===== src/rtl/fifo_rd_pkg.sv =====
// rtl/fifo_rd_pkg.sv - shared types and defaults for the FIFO read-side drain
package fifo_rd_pkg;

  typedef enum logic [1:0] {
    IDLE  = 2'd0,
    RUN   = 2'd1,
    DRAIN = 2'd2
  } state_t;

  localparam int SKID_DEPTH    = 2;
  localparam int DEF_WIDTH     = 16;
  localparam int DEF_BURST_LEN = 8;
  localparam int DEF_CNT_W     = 16;

endpackage


===== src/rtl/fifo_rd_drain_if.sv =====
// rtl/fifo_rd_drain_if.sv - FIFO pop port plus outgoing valid/ready stream
interface fifo_rd_drain_if
  import fifo_rd_pkg::*;
#(
  parameter int width = DEF_WIDTH
) ();

  logic             FIFO_empty;
  logic [width-1:0] data_out;
  logic             rd_en;
  logic [width-1:0] out_data;
  logic             out_valid;
  logic             out_ready;
  logic             out_last;

  modport master (
    input  FIFO_empty,
    input  data_out,
    input  out_ready,
    output rd_en,
    output out_data,
    output out_valid,
    output out_last
  );

  modport slave (
    output FIFO_empty,
    output data_out,
    output out_ready,
    input  rd_en,
    input  out_data,
    input  out_valid,
    input  out_last
  );

endinterface


===== src/rtl/fifo_rd_skid.sv =====
// rtl/fifo_rd_skid.sv - two-entry single-clock skid buffer absorbing FIFO read latency
module fifo_rd_skid
  import fifo_rd_pkg::*;
#(
  parameter int width = DEF_WIDTH
) (
  input  logic             clk,
  input  logic             reset,
  input  logic             push,
  input  logic [width-1:0] push_data,
  input  logic             pop,
  output logic [width-1:0] head_data,
  output logic             head_valid,
  output logic [1:0]       occupancy
);

  localparam logic [1:0] FULL = 2'(SKID_DEPTH);

  logic [width-1:0] mem [SKID_DEPTH];
  logic             rd_ptr;
  logic             wr_ptr;
  logic [1:0]       count;
  logic             do_push;
  logic             do_pop;

  // A push into a full buffer is only legal when the head leaves in the same cycle.
  assign do_pop  = pop & (count != 2'd0);
  assign do_push = push & ((count != FULL) | do_pop);

  always_ff @(posedge clk) begin
    if (!reset) begin
      for (int i = 0; i < SKID_DEPTH; i++) mem[i] <= '0;
      rd_ptr <= 1'b0;
      wr_ptr <= 1'b0;
      count  <= 2'd0;
    end else begin
      if (do_push) begin
        mem[wr_ptr] <= push_data;
        wr_ptr      <= ~wr_ptr;
      end
      if (do_pop) rd_ptr <= ~rd_ptr;
      case ({do_push, do_pop})
        2'b10:   count <= count + 2'd1;
        2'b01:   count <= count - 2'd1;
        default: count <= count;
      endcase
    end
  end

  assign head_data  = mem[rd_ptr];
  assign head_valid = (count != 2'd0);
  assign occupancy  = count;

endmodule


===== src/rtl/fifo_rd_drain.sv =====
// rtl/fifo_rd_drain.sv - read-domain FIFO consumer with burst framing; FIFO_RD_STATS_EN adds rd_count
module fifo_rd_drain
  import fifo_rd_pkg::*;
#(
  parameter int width     = DEF_WIDTH,
  parameter int BURST_LEN = DEF_BURST_LEN,
  parameter int CNT_W     = DEF_CNT_W
) (
  input  logic            clk_r,
  input  logic            reset,
  input  logic            enable,
  fifo_rd_drain_if.master bus,
  output logic            busy
`ifdef FIFO_RD_STATS_EN
  ,
  output logic [CNT_W-1:0] rd_count
`endif
);

  localparam int              BW       = (BURST_LEN > 1) ? $clog2(BURST_LEN) : 1;
  localparam logic [BW-1:0]   LAST_CNT = BW'(BURST_LEN - 1);
  localparam logic [1:0]      CREDITS  = 2'(SKID_DEPTH);

  if (BURST_LEN < 1 || CNT_W < 1) begin : g_bad_params
    $error("fifo_rd_drain: BURST_LEN and CNT_W must be at least 1");
  end

  state_t           state;
  logic             inflight;
  logic [BW-1:0]    burst_cnt;
  logic [width-1:0] head_data;
  logic             head_valid;
  logic [1:0]       occupancy;
  logic [1:0]       pending;
  logic             xfer;
  logic             credit_ok;

  assign xfer    = head_valid & bus.out_ready;
  assign pending = occupancy + {1'b0, inflight};

  // A word leaving this cycle frees its slot in time for a read issued now,
  // which is what keeps one word per clock with ready held high.
  assign credit_ok = (pending - {1'b0, xfer}) < CREDITS;
  assign bus.rd_en = (state == RUN) & enable & ~bus.FIFO_empty & credit_ok;

  fifo_rd_skid #(
    .width(width)
  ) u_skid (
    .clk       (clk_r),
    .reset     (reset),
    .push      (inflight),
    .push_data (bus.data_out),
    .pop       (xfer),
    .head_data (head_data),
    .head_valid(head_valid),
    .occupancy (occupancy)
  );

  assign bus.out_data  = head_data;
  assign bus.out_valid = head_valid;
  assign bus.out_last  = head_valid & (burst_cnt == LAST_CNT);

  always_ff @(posedge clk_r) begin
    if (!reset) begin
      state     <= IDLE;
      busy      <= 1'b0;
      inflight  <= 1'b0;
      burst_cnt <= '0;
    end else begin
      inflight <= bus.rd_en;

      if (xfer) begin
        if (burst_cnt == LAST_CNT) burst_cnt <= '0;
        else                       burst_cnt <= burst_cnt + 1'b1;
      end

      case (state)
        IDLE: begin
          if (enable) begin
            state <= RUN;
            busy  <= 1'b1;
          end
        end
        RUN: begin
          if (!enable) begin
            if (pending != 2'd0) begin
              state <= DRAIN;
            end else begin
              state <= IDLE;
              busy  <= 1'b0;
            end
          end
        end
        DRAIN: begin
          if (enable) begin
            state <= RUN;
          end else if (pending == 2'd0) begin
            state <= IDLE;
            busy  <= 1'b0;
          end
        end
        default: begin
          state <= IDLE;
          busy  <= 1'b0;
        end
      endcase
    end
  end

`ifdef FIFO_RD_STATS_EN
  always_ff @(posedge clk_r) begin
    if (!reset)    rd_count <= '0;
    else if (xfer) rd_count <= rd_count + 1'b1;
  end
`endif

endmodule

===== src/flat_wrapper.sv =====
// flat-port wrapper written by rule: the top's interface ports become plain ports
module fifo_rd_drain_flat import fifo_rd_pkg::*;
#(
  parameter int width     = DEF_WIDTH,
  parameter int BURST_LEN = DEF_BURST_LEN,
  parameter int CNT_W     = DEF_CNT_W
)
  (clk_r, reset, enable, busy, bus_FIFO_empty, bus_data_out, bus_out_ready, bus_rd_en, bus_out_data, bus_out_valid, bus_out_last);
  fifo_rd_drain_if #(.width(width)) bus_i ();
  input  logic clk_r;
  input  logic reset;
  input  logic enable;
  output logic busy;
  input wire logic [$bits(bus_i.FIFO_empty)-1:0] bus_FIFO_empty;
  input wire logic [$bits(bus_i.data_out)-1:0] bus_data_out;
  input wire logic [$bits(bus_i.out_ready)-1:0] bus_out_ready;
  output wire logic [$bits(bus_i.rd_en)-1:0] bus_rd_en;
  output wire logic [$bits(bus_i.out_data)-1:0] bus_out_data;
  output wire logic [$bits(bus_i.out_valid)-1:0] bus_out_valid;
  output wire logic [$bits(bus_i.out_last)-1:0] bus_out_last;
  assign bus_i.FIFO_empty = bus_FIFO_empty;
  assign bus_i.data_out = bus_data_out;
  assign bus_i.out_ready = bus_out_ready;
  assign bus_rd_en = bus_i.rd_en;
  assign bus_out_data = bus_i.out_data;
  assign bus_out_valid = bus_i.out_valid;
  assign bus_out_last = bus_i.out_last;
  fifo_rd_drain #(.width(width), .BURST_LEN(BURST_LEN), .CNT_W(CNT_W)) u_core (.clk_r(clk_r), .reset(reset), .enable(enable), .bus(bus_i), .busy(busy));
endmodule

===== config.mk =====
export PLATFORM = sky130hd
export DESIGN_NAME = fifo_rd_drain_flat
export DESIGN_NICKNAME = d
export VERILOG_FILES = /design/src/rtl/fifo_rd_pkg.sv /design/src/rtl/fifo_rd_drain_if.sv /design/src/rtl/fifo_rd_skid.sv /design/src/rtl/fifo_rd_drain.sv /design/src/flat_wrapper.sv
export SDC_FILE = /design/constraint.sdc
export NUM_CORES = 1
export LEC_CHECK = 0
export ABC_CLOCK_PERIOD_IN_PS = 2450
export CAP_MARGIN = 20
export CORE_MARGIN = 2
export CORE_UTILIZATION = 46
export CTS_CLUSTER_SIZE = 12
export DETAILED_ROUTE_END_ITERATION = 6
export GPL_TIMING_DRIVEN = 0
export HOLD_SLACK_MARGIN = 0.03
export MAX_ROUTING_LAYER = met4
export PLACE_DENSITY = 0.75
export SYNTH_ARGS = -nofsm -noshare
export SYNTH_HDL_FRONTEND = slang
export SYNTH_SLANG_ARGS = --single-unit

===== constraint.sdc =====
create_clock -name clk_r -period 2.45 [get_ports clk_r]
set_input_delay 0.49 -clock clk_r [delete_from_list [all_inputs] [get_ports clk_r]]
set_output_delay 0.49 -clock clk_r [all_outputs]
set_load 0.01 [all_outputs]

==> results.cfg, run 1 <==
[run_status]
status = finished, final reports clean

[clock_tree]
post-cts-setup-buffer-count = 0
root_buffer = clkbuf_8
postCtsHoldBufs = 0
clock_latency_ps = 290
clkSlewWorstSetupHoldPaths_ps = 70
clockBufferDepth = 2
cts_tree = yes
htreeDepth = 2
cts.sink_count = 44
numCtsBuffers = 5

[timing]
slew_headroom = 0.4147
fin_crit_sh = 0.9525
rsz0062_at_grt = false
setup_viol = 0
drv_slew = 0
min_period_ps = 2334
tightestPinTransition_ps = 877.8
fin_worst_skew_ps = 6.392
fmax_ghz = 0.4285
hold_viol = 0
timing.hold.ws_ps = 500.8

[synth]
synth.avg_cell_area_um2 = 13.36
syn-cell-area_mm2 = 0.002057
synth_most_common_cell = edfxtp_1
yosysTopAreaCell = edfxtp_1
synth-seq-cells = 44
synth-edff-count = 32
synth_common_cells = edfxtp_1, and2_1, mux2_2, dfxtp_1, and2_4
netlist_instances = 154
synth_cell_type_count = 38
ys_async_sr_fraction = 0
synth_nets = 179
synthTopCellsByArea = edfxtp_1, dfxtp_1, mux2_2
synthFlopType = edfxtp_1
seq_area_frac_synth = 0.5839
synth_top_area_share = 0.4672
ys_warn_count = 0

[placement]
place.port_buffers = 39
dp_cells = 245
gp_congestion = 0.7864
place_hpwl_um = 2692

[worst_hold_path]
hold_end = u_core.burst_cnt[0]
min_delay_path_depth = 2
hp-start = u_core.burst_cnt[0]
hold_path.class = flip-flop to flip-flop

[critical_path]
critPathLaunchType = input pin
critPathKind = input pin to output pin
r2r_cells = 5
crit_required_ps = 1960
regToRegSetupSlack_ps = 470
worstPathMaxFanout = 4
r2r_end = u_core.u_skid.mem[1][15]
r2r_start = u_core.u_skid.occupancy[0]
crit_path_end_kind = output pin
crit_arrival_ps = 1840
startpoint = bus_out_ready

[layout]
nNetsFinal = 224
diodes = 0
drive_gt1_frac = 0.2462
fill_cells = 354
area_delta_synth_final_pct = 27.98
stdcell_count = 251

[pwr]
vdd_drop_max_v = 0.0003482
p_per_area_mw_per_mm2 = 540.6
leakagePower_nw = 1.022

[run]
maxCapViolCount = 0

[drt]
routed_wl_um = 3702
drt-initial-drc-count = 56
vias = 1275
drcViolationCount = 0
drtPass1Iterations = 4
wl_per_cell_um = 14.75
postRouteAntennaNets = 0
vias_per_cell = 5.080

[global_routing]
grt_pass1_wl_um = 6161
grt_max_degree = 17
grt_usage = 0.1646
globalRouteOverflowTotal = 0
grt_pass1_vias = 1352
antenna_found_initial = 0

[floorplanning]
coreArea_mm2 = 0.004324
die_h_um = 70.87
rows = 24
io_pins = 41
start_util = 0.4757
die-area_mm2 = 0.005023
dieWidth_um = 70.87
cell families (layout without fill, tap and decap cells):
kind of cell / Yosys count / after routing / synth area share
buffers and inverters: 10 / 55 / 0.03224
muxes: 20 / 20 / 0.1071
DFF: 44 / 44 / 0.5839
adders and majority gates: 4 / 4 / 0.02433
and+or+nand+nor: 63 / 63 / 0.2080
xor gates and xnor gates: 5 / 5 / 0.02129
AOI/OAI and AO/OA: 8 / 8 / 0.02311
placed cells by master (no fill, tap or decap), types with 4 or more instances in the layout:
master           count
clkdlybuf4s50_1     38
and2_1              27
clkbuf_8             5
xnor2_1              4
nand2_1              4
mux2_2              16
mux2i_1              4
edfxtp_1            32
and2_4              10
dfxtp_1             10
worst max path at each step:
stage | endpoint | slack [ps]
5_1_grt | bus_rd_en | 60
3_5_place_dp | bus_rd_en | -260
4_1_cts | bus_out_data[3] | 40
3_3_place_gp | u_core.u_skid.mem[0][9] | -1040
6_report | bus_rd_en | 120
2_1_floorplan | u_core.u_skid.mem[0][0] | 160
final cells by class:
cell class / instances / area, µm² / area share
flip-flops and latches: 44 / 1204 / 0.4572
multi-input cells: 100 / 832.0 / 0.3161
repair buffers: 39 / 389.1 / 0.1478
clock buffers: 6 / 72.57 / 0.02757
well taps: 52 / 65.06 / 0.02471
plain buffers: 8 / 61.31 / 0.02329
clock inverters: 1 / 5.005 / 0.001901
inverters: 1 / 3.754 / 0.001426
registers in the layout (all words and copies together) (netlist names), named ones only:
name / count
u_core.u_skid.occupancy: 2
u_core.state: 2
u_core.busy: 1
u_core.burst_cnt: 3
u_core.u_skid.wr_ptr: 1
u_core.inflight: 1
u_core.u_skid.rd_ptr: 1
u_core.u_skid.mem: 32
critical path, cell delays in order:
cell and delay (ps):
clkdlybuf4s50_1 530, nand2b_1 90, a21oi_2 210, mux2i_1 230, dlygate4sd2_1 290
where the power goes:
part	internal, mW	switching, mW	total, mW
registers	0.824	0.0119	0.836
clock network	0.194	0.223	0.417
logic	0.102	0.0685	0.170
routing by layer:
layer  vias to the layer above  share of wire  track usage
met5                         -              0            -
met4                         0          0.011      0.06289
met3                         4          0.038      0.03846
met2                        27           0.53       0.2825
met1                       610           0.42       0.1867
li1                        634              -            -
repair_timing:
item                       CTS  global route
pin swaps                    0             1
gates resized for setup      5             5
setup endpoints to repair   11            26
stage by stage:
stage | TNS [ps] | worst slack (ps) | util | cell area (µm²) | total power [mW]
finish | 0 | 116.5 | 0.6088 | 2633 | 1.423
global route | 0 | 62.62 | 0.6088 | 2633 | 1.486
CTS | 0 | 39.01 | 0.6036 | 2610 | 1.432
detailed placement | -3998 | -260.2 | 0.5819 | 2516 | 1.019
global placement | -19960 | -1042 | 0.5810 | 2512 | 1.012
floorplan | 0 | 160.8 | - | 2057 | 0.9262
Power figures use the tool's default switching activity.
==> inputs of run 2 (changes only) <==
--- a/config.mk
+++ b/config.mk
@@ -9,12 +9,14 @@
 export CAP_MARGIN = 20
 export CORE_MARGIN = 2
 export CORE_UTILIZATION = 46
-export CTS_CLUSTER_SIZE = 12
+export CTS_CLUSTER_SIZE = 8
 export DETAILED_ROUTE_END_ITERATION = 6
 export GPL_TIMING_DRIVEN = 0
 export HOLD_SLACK_MARGIN = 0.03
 export MAX_ROUTING_LAYER = met4
 export PLACE_DENSITY = 0.75
+export SKIP_LAST_GASP = 1
+export SLEW_MARGIN = 30
 export SYNTH_ARGS = -nofsm -noshare
 export SYNTH_HDL_FRONTEND = slang
 export SYNTH_SLANG_ARGS = --single-unit
==> results.cfg, run 2 (synthesis results as in run 1) <==
[placement]
gp_congestion = 0.7864
place_ws_ps = -247.9
place.port_buffers = 39
dp_cells = 246
dpl_cell_area_mm2 = 0.002527
place_hpwl_um = 2793

[clock_tree]
htreeDepth = 2
numCtsBuffers = 5
clock_latency_ps = 300
cts.sink_count = 44
clockBufferDepth = 2
cts_tree = yes
root_buffer = clkbuf_8
clkSlewWorstSetupHoldPaths_ps = 80
post-cts-setup-buffer-count = 0

[critical_path]
crit_path_end_kind = output pin
crit_arrival_ps = 1890
critPathMaxStageDelay_ps = 530
crit_required_ps = 1960
critPathKind = input pin to output pin
r2r_end = u_core.u_skid.occupancy[1]
worstPathMaxFanout = 4
cp_top_family = buffers and inverters
r2r_start = u_core.u_skid.occupancy[0]
crit_slowest_cell = clkdlybuf4s50_1
path_buf_inv = 2
path_cells = clkdlybuf4s50_1 -> nor4bb_4 -> a21oi_2 -> mux2i_1 -> dlygate4sd2_1
critPathLaunchType = input pin
r2r_cells = 6
regToRegSetupSlack_ps = 440

[floorplanning]
dieWidth_um = 70.87
die-area_mm2 = 0.005023
die_h_um = 70.87
start_util = 0.4757
io_pins = 41
rows = 24
coreArea_mm2 = 0.004324

[timing]
worst_slack_ps = 66.25
slew_headroom = 0.6497
tightestPinTransition_ps = 522.0
fin_crit_sh = 0.9730
fin_worst_skew_ps = 2.610
hold_viol = 0
timing.hold.ws_ps = 504.8
timing.setup.tns_ps = 0
fmax_ghz = 0.4195
rsz0062_at_grt = false
setup_viol = 0
min_period_ps = 2384
drv_slew = 0

[global_routing]
grt_util_met2 = 0.2960
globalRouteOverflowTotal = 0
grt_usage = 0.1788
globalRouteMet3Util = 0.04701
antenna_found_initial = 0
grt_pass1_wl_um = 6568
met1_usage = 0.2058
grt_pass1_vias = 1349
busiest_layer = met2
grt_max_degree = 17

[worst_hold_path]
hold_path.class = flip-flop to flip-flop
hp-start = u_core.burst_cnt[0]
min_delay_path_depth = 2
hold_end = u_core.burst_cnt[0]

[drt]
drt-initial-drc-count = 101
routed_wl_um = 4054
wl_per_cell_um = 16.02
vias = 1267
postRouteAntennaNets = 0
drcViolationCount = 0
vias_per_cell = 5.008
drtPass1Iterations = 4

[layout]
reg_top3 = u_core.u_skid.mem: 32 flops, u_core.burst_cnt: 3 flops
ff_latch_area_mm2 = 0.001204
final_common_cell = clkdlybuf4s50_1
drive_gt1_frac = 0.2537
final_cell_area_mm2 = 0.002674
final_core_util = 0.6183
layout_common_cells = clkdlybuf4s50_1, edfxtp_1, and2_1, mux2_2
largest_reg_flops = 32
area_delta_synth_final_pct = 29.99
fill_cells = 352
stdcell_count = 253
diodes = 0
nNetsFinal = 225
largest_register = u_core.u_skid.mem
multi_input_area_um2 = 832.0

[run_status]
status = finished, final reports clean

[run]
maxCapViolCount = 0

[pwr]
leakagePower_nw = 1.043
power.total_mw = 1.558
vdd_drop_max_v = 0.0002921
p_per_area_mw_per_mm2 = 582.6
run 2: cell count changes in the layout (fill, tap and decap cells not counted), sizes merged:
| cell | previous run | this run |
|---|---|---|
| buf | 6 | 7 |
| bufinv | 0 | 1 |
run 2: metal layers:
layer  share of wire  wire, µm  vias up
met1            0.43      1747      600
met5               0         0        -
met2            0.52      2088       31
met4           0.013        54        0
met3           0.040       163        5
li1                -         -      631
run 2: power by group:
part	leakage, nW	internal (mW)	switching, mW
combinational	0.562	0.103	0.0699
clock	0.0552	0.303	0.246
sequential	0.426	0.824	0.0122
run 2: worst reg2reg max path: stages (launching register included):
cell and delay, ps:
dfxtp_1 360, buf_6 150, or3b_1 430, nand2_1 180, ha_1 290, or3_1 370
a21boi_0 160
run 2: what timing repair did:
item | 4_1_cts | 5_1_grt
resized for setup | 7 | 3
endpoints found under the setup margin | 11 | 26
hold buffers | 0 | 0
run 2: final cells by class:
cell class,count,share of cell area
flip-flops and latches,44,0.4502
multi-input cells,100,0.3112
repair buffers,40,0.1497
clock buffers,6,0.02714
well taps,52,0.02433
plain buffers,8,0.02293
clock inverters,2,0.01310
inverters,1,0.001404
run 2: worst max-delay path by stage:
stage | start | to | slack (ps) | cells after the start
floorplan | bus_out_ready | u_core.u_skid.mem[0][0] | 160 | 3
global placement | bus_out_ready | u_core.u_skid.mem[0][9] | -1040 | 4
detailed placement | bus_out_ready | u_core.u_skid.mem[1][11] | -250 | 5
CTS | bus_out_ready | u_core.u_skid.mem[1][4] | 40 | 5
global route | bus_out_ready | bus_rd_en | 20 | 5
finish | bus_out_ready | bus_rd_en | 70 | 5
==> inputs of run 3 (changes only) <==
--- a/config.mk
+++ b/config.mk
@@ -8,13 +8,13 @@
 export ABC_CLOCK_PERIOD_IN_PS = 2450
 export CAP_MARGIN = 20
 export CORE_MARGIN = 2
-export CORE_UTILIZATION = 46
+export CORE_UTILIZATION = 42
 export CTS_CLUSTER_SIZE = 8
 export DETAILED_ROUTE_END_ITERATION = 6
 export GPL_TIMING_DRIVEN = 0
-export HOLD_SLACK_MARGIN = 0.03
+export HOLD_SLACK_MARGIN = 0.1
 export MAX_ROUTING_LAYER = met4
-export PLACE_DENSITY = 0.75
+export PLACE_DENSITY = 0.7
 export SKIP_LAST_GASP = 1
 export SLEW_MARGIN = 30
 export SYNTH_ARGS = -nofsm -noshare
==> results.cfg, run 3 (synthesis results as in run 1) <==
[critical_path]
critPathLaunchType = input pin
critPathKind = input pin to output pin
crit_arrival_ps = 1850
crit_path_end_kind = output pin
worstPathMaxFanout = 4
crit_required_ps = 1960

[timing]
setup_viol = 0
fin_worst_skew_ps = 6.962
fin_crit_sh = 0.9559
hold_viol = 0
fmax_ghz = 0.4270
min_period_ps = 2342
slew_headroom = 0.6613
tightestPinTransition_ps = 504.6
drv_slew = 0
timing.hold.ws_ps = 501.7
rsz0062_at_grt = false

[pwr]
p_per_area_mw_per_mm2 = 542.6
leakagePower_nw = 1.031
vdd_drop_max_v = 0.0002493
power.total_mw = 1.454

[clock_tree]
htreeDepth = 2
numCtsBuffers = 5
cts.sink_count = 44
clkSlewWorstSetupHoldPaths_ps = 80
clock_latency_ps = 300
cts_tree = yes
root_buffer = clkbuf_8
clockBufferDepth = 2

[drt]
vias = 1317
postRouteAntennaNets = 0
drcViolationCount = 0
drt-initial-drc-count = 59
wl_per_cell_um = 14.56
vias_per_cell = 4.896
drtPass1Iterations = 4
routed_wl_um = 3917

[placement]
dp_cells = 261
place.port_buffers = 39
gp_congestion = 0.7960
place_hpwl_um = 2703

[layout]
diodes = 0
final_common_cell = clkdlybuf4s50_1
final_core_util = 0.5672
largest_reg_flops = 32
layout_common_cells = clkdlybuf4s50_1, edfxtp_1, and2_1, mux2_2, dfxtp_1
nNetsFinal = 226
drive_gt1_frac = 0.2475
area_delta_synth_final_pct = 30.23
stdcell_count = 269
reg_top3 = u_core.u_skid.mem: 32 flops, u_core.burst_cnt: 3 flops
largest_register = u_core.u_skid.mem

[global_routing]
met1_usage = 0.1816
grt_pass1_wl_um = 6203
grt_max_degree = 17
grt_pass1_vias = 1324
grt_util_met2 = 0.2718
busiest_layer = met2
globalRouteMet3Util = 0.04201
antenna_found_initial = 0
globalRouteOverflowTotal = 0
grt_usage = 0.1576

[floorplanning]
die_h_um = 73.98
dieWidth_um = 73.98
die-area_mm2 = 0.005473
start_util = 0.4355
coreArea_mm2 = 0.004723
io_pins = 41
rows = 25

[run]
maxCapViolCount = 0

[worst_hold_path]
hold_path.class = flip-flop to flip-flop

[run_status]
status = finished, final reports clean
run 3: changes by cell type in the layout (fill, tap and decap cells not counted), sizes merged:
| cell | delta |
|---|---|
| bufinv | -1 |
| clkinvlp | +1 |
| buf | +1 |
run 3: cell type report:
type,count,area [µm²]
Fill cell,384,2044
Sequential cell,44,1202
Multi-Input combinational cell,100,832.0
Timing Repair Buffer,41,411.6
Tap cell,67,83.83
Clock buffer,6,72.57
Buffer,8,61.31
Clock inverter,2,11.26
Inverter,1,3.754
run 3: per-layer routing:
metal	wire length (µm)	part of all wire
met1	1731	0.44
met2	1946	0.50
met3	193	0.049
met4	46	0.012
met5	0	0
run 3: path summary, 6_finish.rpt:
check | from | end | slack (ps) | depth (start not counted)
setup / recovery | bus_out_ready | bus_rd_en | 110 | 5
hold / removal | u_core.burst_cnt[0] | u_core.burst_cnt[0] | 500 | 2
setup reg to reg | u_core.u_skid.occupancy[0] | u_core.u_skid.occupancy[1] | 470 | 6
hold reg to reg | u_core.burst_cnt[0] | u_core.burst_cnt[0] | 500 | 2
run 3: stage by stage:
step,instance area (µm²),worst slack (ps),setup TNS [ps]
2_1_floorplan,2057,160.8,0
3_3_place_gp,2531,-1084,-20950
3_5_place_dp,2550,-229.7,-3878
4_1_cts,2675,9.271,0
5_1_grt,2679,44.60,0
6_report,2679,108.1,0
run 3: power breakdown:
group | switching (mW) | internal (mW) | leakage, nW
clock | 0.245 | 0.198 | 0.0388
combinational | 0.0701 | 0.105 | 0.567
sequential | 0.0121 | 0.823 | 0.426
total | 0.327 | 1.13 | 1.03
run 3: repair_timing:
action                                  CTS  global route
hold buffers                              0             0
pin swaps                                 1             0
resized for setup                         7             2
buffers inserted                          1             0
endpoints found under the setup margin   11            13
run 3: critical path, cell delays in order:
cell	delay (ps)
clkdlybuf4s50_1	520
nor4bb_4	330
a21oi_2	80
mux2i_1	150
dlygate4sd2_1	280
